[config.mk]
export PLATFORM = sky130hd
export DESIGN_NAME = ssd_scan_ctrl
export DESIGN_NICKNAME = d
export VERILOG_FILES = /design/src/rtl/ssd_scan_ctrl.sv
export SDC_FILE = /design/constraint.sdc
export NUM_CORES = 1
export LEC_CHECK = 0
export ABC_AREA = 1
export CAP_MARGIN = 25
export CORE_UTILIZATION = 55
export DETAILED_ROUTE_END_ITERATION = 7
export GPL_ROUTABILITY_DRIVEN = 1
export PLACE_DENSITY = 0.78
export SYNTH_ARGS = -nofsm -noshare
export SYNTH_HDL_FRONTEND = slang
export SYNTH_SLANG_ARGS = --single-unit
[constraint.sdc]
create_clock -name clk -period 5.5 [get_ports clk]
set_input_delay 1.65 -clock clk [delete_from_list [all_inputs] [get_ports clk]]
set_output_delay 1.65 -clock clk [all_outputs]
set_load 0.01 [all_outputs]
[src/rtl/ssd_scan_ctrl.sv]
// Seven-segment display scanner with an APB register interface.
// DATA writes land in a shadow copy. The shadow is copied to the active copy
// at a frame boundary, or on every cycle while scanning is disabled, so a
// frame never shows a mix of old and new digits. Digit enables stay off for
// GUARD cycles at the start of each slot to prevent ghosting.
//
// APB handshake: every access is zero wait state. S_PREADY is S_PSELx &
// S_PENABLE during the access phase. A write commits on the clk edge that
// ends the access phase. Read data is valid only during the access phase of
// a read, and is 0 at all other times.
module ssd_scan_ctrl #(
  parameter int DIGITS   = 6,
  parameter int PRESCALE = 50000,
  parameter int GUARD    = 2,
  parameter int INVERT   = 1
) (
  input  logic              clk,
  input  logic              reset,
  input  logic [1:0]        S_PADDR,
  input  logic              S_PWRITE,
  input  logic              S_PSELx,
  input  logic              S_PENABLE,
  input  logic [15:0]       S_PWDATA,
  output logic [15:0]       S_PRDATA,
  output logic              S_PREADY,
  output logic [6:0]        seg,
  output logic [DIGITS-1:0] an
);

  localparam int PW = (PRESCALE > 1) ? $clog2(PRESCALE) : 1;
  localparam int DW = (DIGITS > 1) ? $clog2(DIGITS) : 1;
  localparam logic [PW-1:0] LAST_P = PW'(PRESCALE - 1);
  localparam logic [DW-1:0] LAST_D = DW'(DIGITS - 1);
  localparam logic [PW-1:0] GUARD_P = PW'(GUARD);
  // XOR mask applied to active-high patterns; also the "all segments off" level.
  localparam logic [6:0] INV_MASK = (INVERT != 0) ? 7'h7F : 7'h00;

  logic [23:0]       shadow;
  logic [23:0]       active;
  logic              en;
  logic [7:0]        blank;
  logic              pending;
  logic [PW-1:0]     presc;
  logic [DW-1:0]     digit;

  logic              wr;
  logic              rd;
  logic              data_wr;
  logic              boundary;
  logic [2:0]        digit_ext;
  logic [31:0]       active_x;
  logic [3:0]        nib;
  logic [DIGITS-1:0] an_next;
  logic [6:0]        seg_next;
  logic              unused_wdata;

  // Active-high hex-to-segment table, bit order {g,f,e,d,c,b,a}.
  function automatic logic [6:0] hex7(input logic [3:0] n);
    case (n)
      4'h0: hex7 = 7'h3F;
      4'h1: hex7 = 7'h06;
      4'h2: hex7 = 7'h5B;
      4'h3: hex7 = 7'h4F;
      4'h4: hex7 = 7'h66;
      4'h5: hex7 = 7'h6D;
      4'h6: hex7 = 7'h7D;
      4'h7: hex7 = 7'h07;
      4'h8: hex7 = 7'h7F;
      4'h9: hex7 = 7'h67;
      4'hA: hex7 = 7'h77;
      4'hB: hex7 = 7'h7C;
      4'hC: hex7 = 7'h39;
      4'hD: hex7 = 7'h5E;
      4'hE: hex7 = 7'h79;
      default: hex7 = 7'h71;
    endcase
  endfunction

  assign wr       = S_PSELx & S_PENABLE & S_PWRITE;
  assign rd       = reset & S_PSELx & S_PENABLE & ~S_PWRITE;
  assign data_wr  = wr & (S_PADDR[1] == 1'b0);
  assign boundary = en && (presc == LAST_P) && (digit == LAST_D);
  assign S_PREADY = reset & S_PSELx & S_PENABLE;
  // Data bits [7:1] of CTRL have no register behind them.
  assign unused_wdata = ^S_PWDATA[7:1];

  // Decode the current digit and the segment and enable values for the next cycle.
  always_comb begin
    digit_ext = '0;
    digit_ext[DW-1:0] = digit;
    // Digits above 5 have no data register, so they display 0.
    active_x = {8'h00, active};
    nib = active_x[{digit_ext, 2'b00} +: 4];
    an_next = '0;
    if (en && (presc >= GUARD_P)) an_next = DIGITS'(1) << digit;
    seg_next = INV_MASK;
    if ((an_next != '0) && !blank[digit_ext]) seg_next = hex7(nib) ^ INV_MASK;
  end

  // Read mux. The bus reads 0 outside the access phase of a read.
  always_comb begin
    S_PRDATA = 16'h0000;
    if (rd) begin
      case (S_PADDR)
        2'd0: S_PRDATA = shadow[15:0];
        2'd1: S_PRDATA = {8'h00, shadow[23:16]};
        2'd2: S_PRDATA = {blank, 7'b0, en};
        default: S_PRDATA = {12'h000, pending, digit_ext};
      endcase
    end
  end

  // Register file, shadow-to-active transfer and the PENDING flag.
  always_ff @(posedge clk or negedge reset) begin
    if (!reset) begin
      shadow  <= '0;
      active  <= '0;
      en      <= 1'b0;
      blank   <= '0;
      pending <= 1'b0;
    end else begin
      if (wr && (S_PADDR == 2'd0)) shadow[15:0] <= S_PWDATA;
      if (wr && (S_PADDR == 2'd1)) shadow[23:16] <= S_PWDATA[7:0];
      if (wr && (S_PADDR == 2'd2)) begin
        en    <= S_PWDATA[0];
        blank <= S_PWDATA[15:8];
      end
      // This samples shadow before any write on the same edge, so a write on
      // the boundary cycle is held back until the next frame.
      if (!en || (boundary && pending)) active <= shadow;
      if (data_wr && en) pending <= 1'b1;
      else if (!en || boundary) pending <= 1'b0;
    end
  end

  // Slot prescaler and digit counter. Both are held at 0 while disabled.
  always_ff @(posedge clk or negedge reset) begin
    if (!reset) begin
      presc <= '0;
      digit <= '0;
    end else if (!en) begin
      presc <= '0;
      digit <= '0;
    end else if (presc == LAST_P) begin
      presc <= '0;
      digit <= (digit == LAST_D) ? '0 : digit + DW'(1);
    end else begin
      presc <= presc + PW'(1);
    end
  end

  // Registered digit enables and segment outputs.
  always_ff @(posedge clk or negedge reset) begin
    if (!reset) begin
      an  <= '0;
      seg <= INV_MASK;
    end else begin
      an  <= an_next;
      seg <= seg_next;
    end
  end

endmodule
==> flow_metrics.env <==
export IMPL_outcome="finished clean"
export IMPL_final_cell_count_no_fill=781
export IMPL_synthDistinctLibCells=37
export IMPL_period_needed_ns=5.17
export IMPL_static_leakage_power_uw=0.00279
export IMPL_pin_count_of_the_biggest_net_entering_global_routing=68
export IMPL_worst_slew_pin_slew_ns=0.947
export IMPL_reg2reg_setup_slack_ns=3.01
export IMPL_final_setup_worst_slack_ns=0.331
export IMPL_worst_r2r_cell_count=9
export IMPL_synth_top_flop_cell="sky130_fd_sc_hd__dfrtp_1"
export IMPL_placed_cells_incl_taps=765
export IMPL_detail_route_wl_per_cell_um=13.5
export IMPL_rsz_0062_raised_after_global_routing="no"
export IMPL_syn_instance_count=624
export IMPL_cts_reportedPaths_clkPinSlew_ns=0.09
export IMPL_ioPinCount=53
export IMPL_first_global_vias=3881
export IMPL_postCtsSetupRepairBufs=0
export IMPL_min_delay_path_depth=2
export IMPL_r2r_start="digit[0]"
export IMPL_ctsRootBufferMaster="sky130_fd_sc_hd__clkbuf_8"
export IMPL_final_net_count=702
export IMPL_detailedPlacementHpwl_mm=7.59
export IMPL_timing_critical_path_fanout_max=13
export IMPL_drtAntennaViolNets=0
export IMPL_clock_sinks=90
export IMPL_max_clock_freq_ghz=0.193
export IMPL_placement_rows=33
export IMPL_gr_total_overflow=0
export IMPL_ctsHtreeMaxLevel=3
export IMPL_number_of_violations_reported_at_the_end_of_detailed_routing_iteration_0=199
export IMPL_dieArea_mm2=0.00893
export IMPL_syn_cell_area_mm2=0.00471
export IMPL_setup_worst_path_class="input pin to output pin"
export IMPL_buffer_ports_inserted=52
export IMPL_drc_errors=0
export IMPL_regToRegEndpoint="seg[3]"
export IMPL_cell_types_with_the_highest_counts_after_synthesis="sky130_fd_sc_hd__nand2_1 (220), sky130_fd_sc_hd__dfrtp_1 (83), sky130_fd_sc_hd__inv_1 (70), sky130_fd_sc_hd__nor2_1 (55), sky130_fd_sc_hd__nand3_1 (51)"
export IMPL_cts_resized=0
export IMPL_synth_yosys_seq_area_share_pct=48.0
export IMPL_power_per_cell_area_mw_per_mm2=315
export IMPL_setup_viol=0
export IMPL_min_delay_path_class="flip-flop to flip-flop"
export IMPL_minimum_setup_slack_after_placement_ns=0.324
export IMPL_tns_ns=0
export IMPL_via_per_inst=5.32
export IMPL_die_w_um=94.5
export IMPL_ys_async_rst_share_pct=100
export IMPL_hold_viol=0
export IMPL_max_cap_violations=0
export IMPL_yosysTopAreaCellShare_pct=44.1
export IMPL_mappedNetlistNets=655
export IMPL_fin_worst_skew_ns=0.00966
export IMPL_post_synth_top_count_cell="sky130_fd_sc_hd__nand2_1"
export IMPL_post_synth_top_area_cell="sky130_fd_sc_hd__dfrtp_1"
export IMPL_critical_path_startpoint="S_PENABLE"
export IMPL_timing_max_slew_rel_slack_pct=36.7
export IMPL_floorplan_initialDensity_pct=57.0
export IMPL_layout_worst_path_cycle_share_pct=94.0
export IMPL_drt_pass1_iterations=4
export IMPL_synth_warnings=0
export IMPL_global_route_usage_total_pct=25.9
export IMPL_tritoncts="done"
export IMPL_finalCoreUtilization_pct=66.6
export IMPL_area_delta_synth_final_pct=16.9
export IMPL_die_height_um=94.5
export IMPL_mapped_avg_cell_area_um2=7.54
export IMPL_core_area_mm2=0.00826
export IMPL_worst_ir_drop_vdd_v=0.000179
export IMPL_num_antenna_cells=0
export IMPL_count_of_hold_fix_buffers_inserted_at_cts=0
export IMPL_timing_final_max_slew_violations=0
export IMPL_antenna_violations_before_repair=0
export IMPL_total_power_uw=1730
export IMPL_required_ns=3.85
export IMPL_gp_congestion=0.897
export IMPL_global_route_wire_length_before_repair_mm=18.0
export IMPL_inserted_clock_buffers=9
export IMPL_critical_path_endpoint="S_PRDATA[15]"
export IMPL_worst_setup_path_start_kind="input pin"
export IMPL_synth_edff_count=0
export IMPL_timing_critical_path_arrival_ns=3.52
export IMPL_postSynthRegisterBits=90
export IMPL_totalWireLength_mm=10.5
export IMPL_insertion_delay_ns=0.36
export IMPL_synth_top_cells_by_area="sky130_fd_sc_hd__dfrtp_1 (44%), sky130_fd_sc_hd__nand2_1 (18%), sky130_fd_sc_hd__inv_1 (5.6%)"
export IMPL_layout_drive_gt1_share_pct=7.10
export IMPL_num_vias=4152
export IMPL_fill_cells=706
export IMPL_cts_root_to_sink_buffers=2
export IMPL_critical_path_endpoint_category="output pin"
==> layout by cell type, fill, tap and decap left out, types with 2 or more instances in the layout <==
| cell type | instances |
|---|---|
| sky130_fd_sc_hd__nor3_1 | 7 |
| sky130_fd_sc_hd__o221ai_1 | 2 |
| sky130_fd_sc_hd__a22o_1 | 9 |
| sky130_fd_sc_hd__o21a_1 | 2 |
| sky130_fd_sc_hd__clkinvlp_4 | 2 |
| sky130_fd_sc_hd__clkbuf_8 | 10 |
| sky130_fd_sc_hd__o21ai_0 | 45 |
| sky130_fd_sc_hd__nor2_1 | 55 |
| sky130_fd_sc_hd__dfstp_2 | 7 |
| sky130_fd_sc_hd__nand4_1 | 4 |
| sky130_fd_sc_hd__nand2_2 | 4 |
| sky130_fd_sc_hd__clkdlybuf4s50_1 | 51 |
| sky130_fd_sc_hd__a211oi_1 | 2 |
| sky130_fd_sc_hd__buf_4 | 6 |
| sky130_fd_sc_hd__o21ai_1 | 2 |
| sky130_fd_sc_hd__inv_2 | 6 |
| sky130_fd_sc_hd__nand3_1 | 51 |
| sky130_fd_sc_hd__o22ai_1 | 2 |
| sky130_fd_sc_hd__nor2_4 | 2 |
| sky130_fd_sc_hd__inv_1 | 70 |
| sky130_fd_sc_hd__dfrtp_1 | 83 |
| sky130_fd_sc_hd__bufinv_16 | 2 |
| sky130_fd_sc_hd__nand2_1 | 220 |
| sky130_fd_sc_hd__xor2_1 | 3 |
| sky130_fd_sc_hd__a21oi_1 | 7 |
| sky130_fd_sc_hd__a21oi_2 | 2 |
| sky130_fd_sc_hd__ha_1 | 8 |
==> worst min-delay path by stage <==
stage / start / endpoint / slack [ns]
final: blank[4] / blank[4] / 0.50
after global routing: blank[4] / blank[4] / 0.53
after global placement: blank[4] / blank[4] / 0.47
after CTS: blank[4] / blank[4] / 0.50
after floorplan: blank[0] / blank[0] / 0.45
after detailed placement: blank[4] / blank[4] / 0.48
==> layout make-up <==
class	instances	area (um2)	share of cell area [%]
sequential	90	2260	41.1
multi-input combinational	437	2040	37.1
timing repair buffer	57	556	10.1
inverter	76	285	5.19
clock buffer	10	138	2.50
tap	105	131	2.39
clock inverter	6	88.8	1.61
==> metal layers <==
| layer | global-route usage (%) | wire length, um |
|---|---|---|
| met1 | 35.2 | 4790 |
| met2 | 41.4 | 4850 |
| met3 | 5.64 | 616 |
| met4 | 8.46 | 273 |
| met5 | 0 | 0 |
==> worst max-delay path, cell delays in order <==
cell and delay, ns:
sky130_fd_sc_hd__clkdlybuf4s50_1 0.47, sky130_fd_sc_hd__inv_1 0.04, sky130_fd_sc_hd__nor2_1 0.16, sky130_fd_sc_hd__nand2_1 0.14
sky130_fd_sc_hd__inv_1 0.34, sky130_fd_sc_hd__nand2_1 0.11, sky130_fd_sc_hd__inv_1 0.07, sky130_fd_sc_hd__clkdlybuf4s50_1 0.53
==> power breakdown <==
group	leakage, uW	internal (uW)	switching [uW]	total [uW]
clock	0.000109	269	237	506
combinational	0.00152	143	228	370
sequential	0.00116	775	81.6	856
==> metrics by stage <==
step                      hold slack, ns  area [um2]
final                              0.495        5500
after global routing               0.528        5500
after CTS                          0.499        5500
after detailed placement           0.477        5280
after global placement             0.471        5280
after floorplan                    0.453        4710
==> cell families after synthesis <==
family,synth area share [%]
simple gates,31.0
buf+inv,8.56
flops,48.0
compound gates,9.55
fa+ha+maj,2.13
xor+xnor,0.745
==> registers in the layout (all words and copies together), names as in the netlist <==
register	count
digit	3
an	6
shadow	24
seg	7
pending	1
active	24
blank	8
en	1
presc	16
No activity file was read; power rests on OpenSTA's default activity.
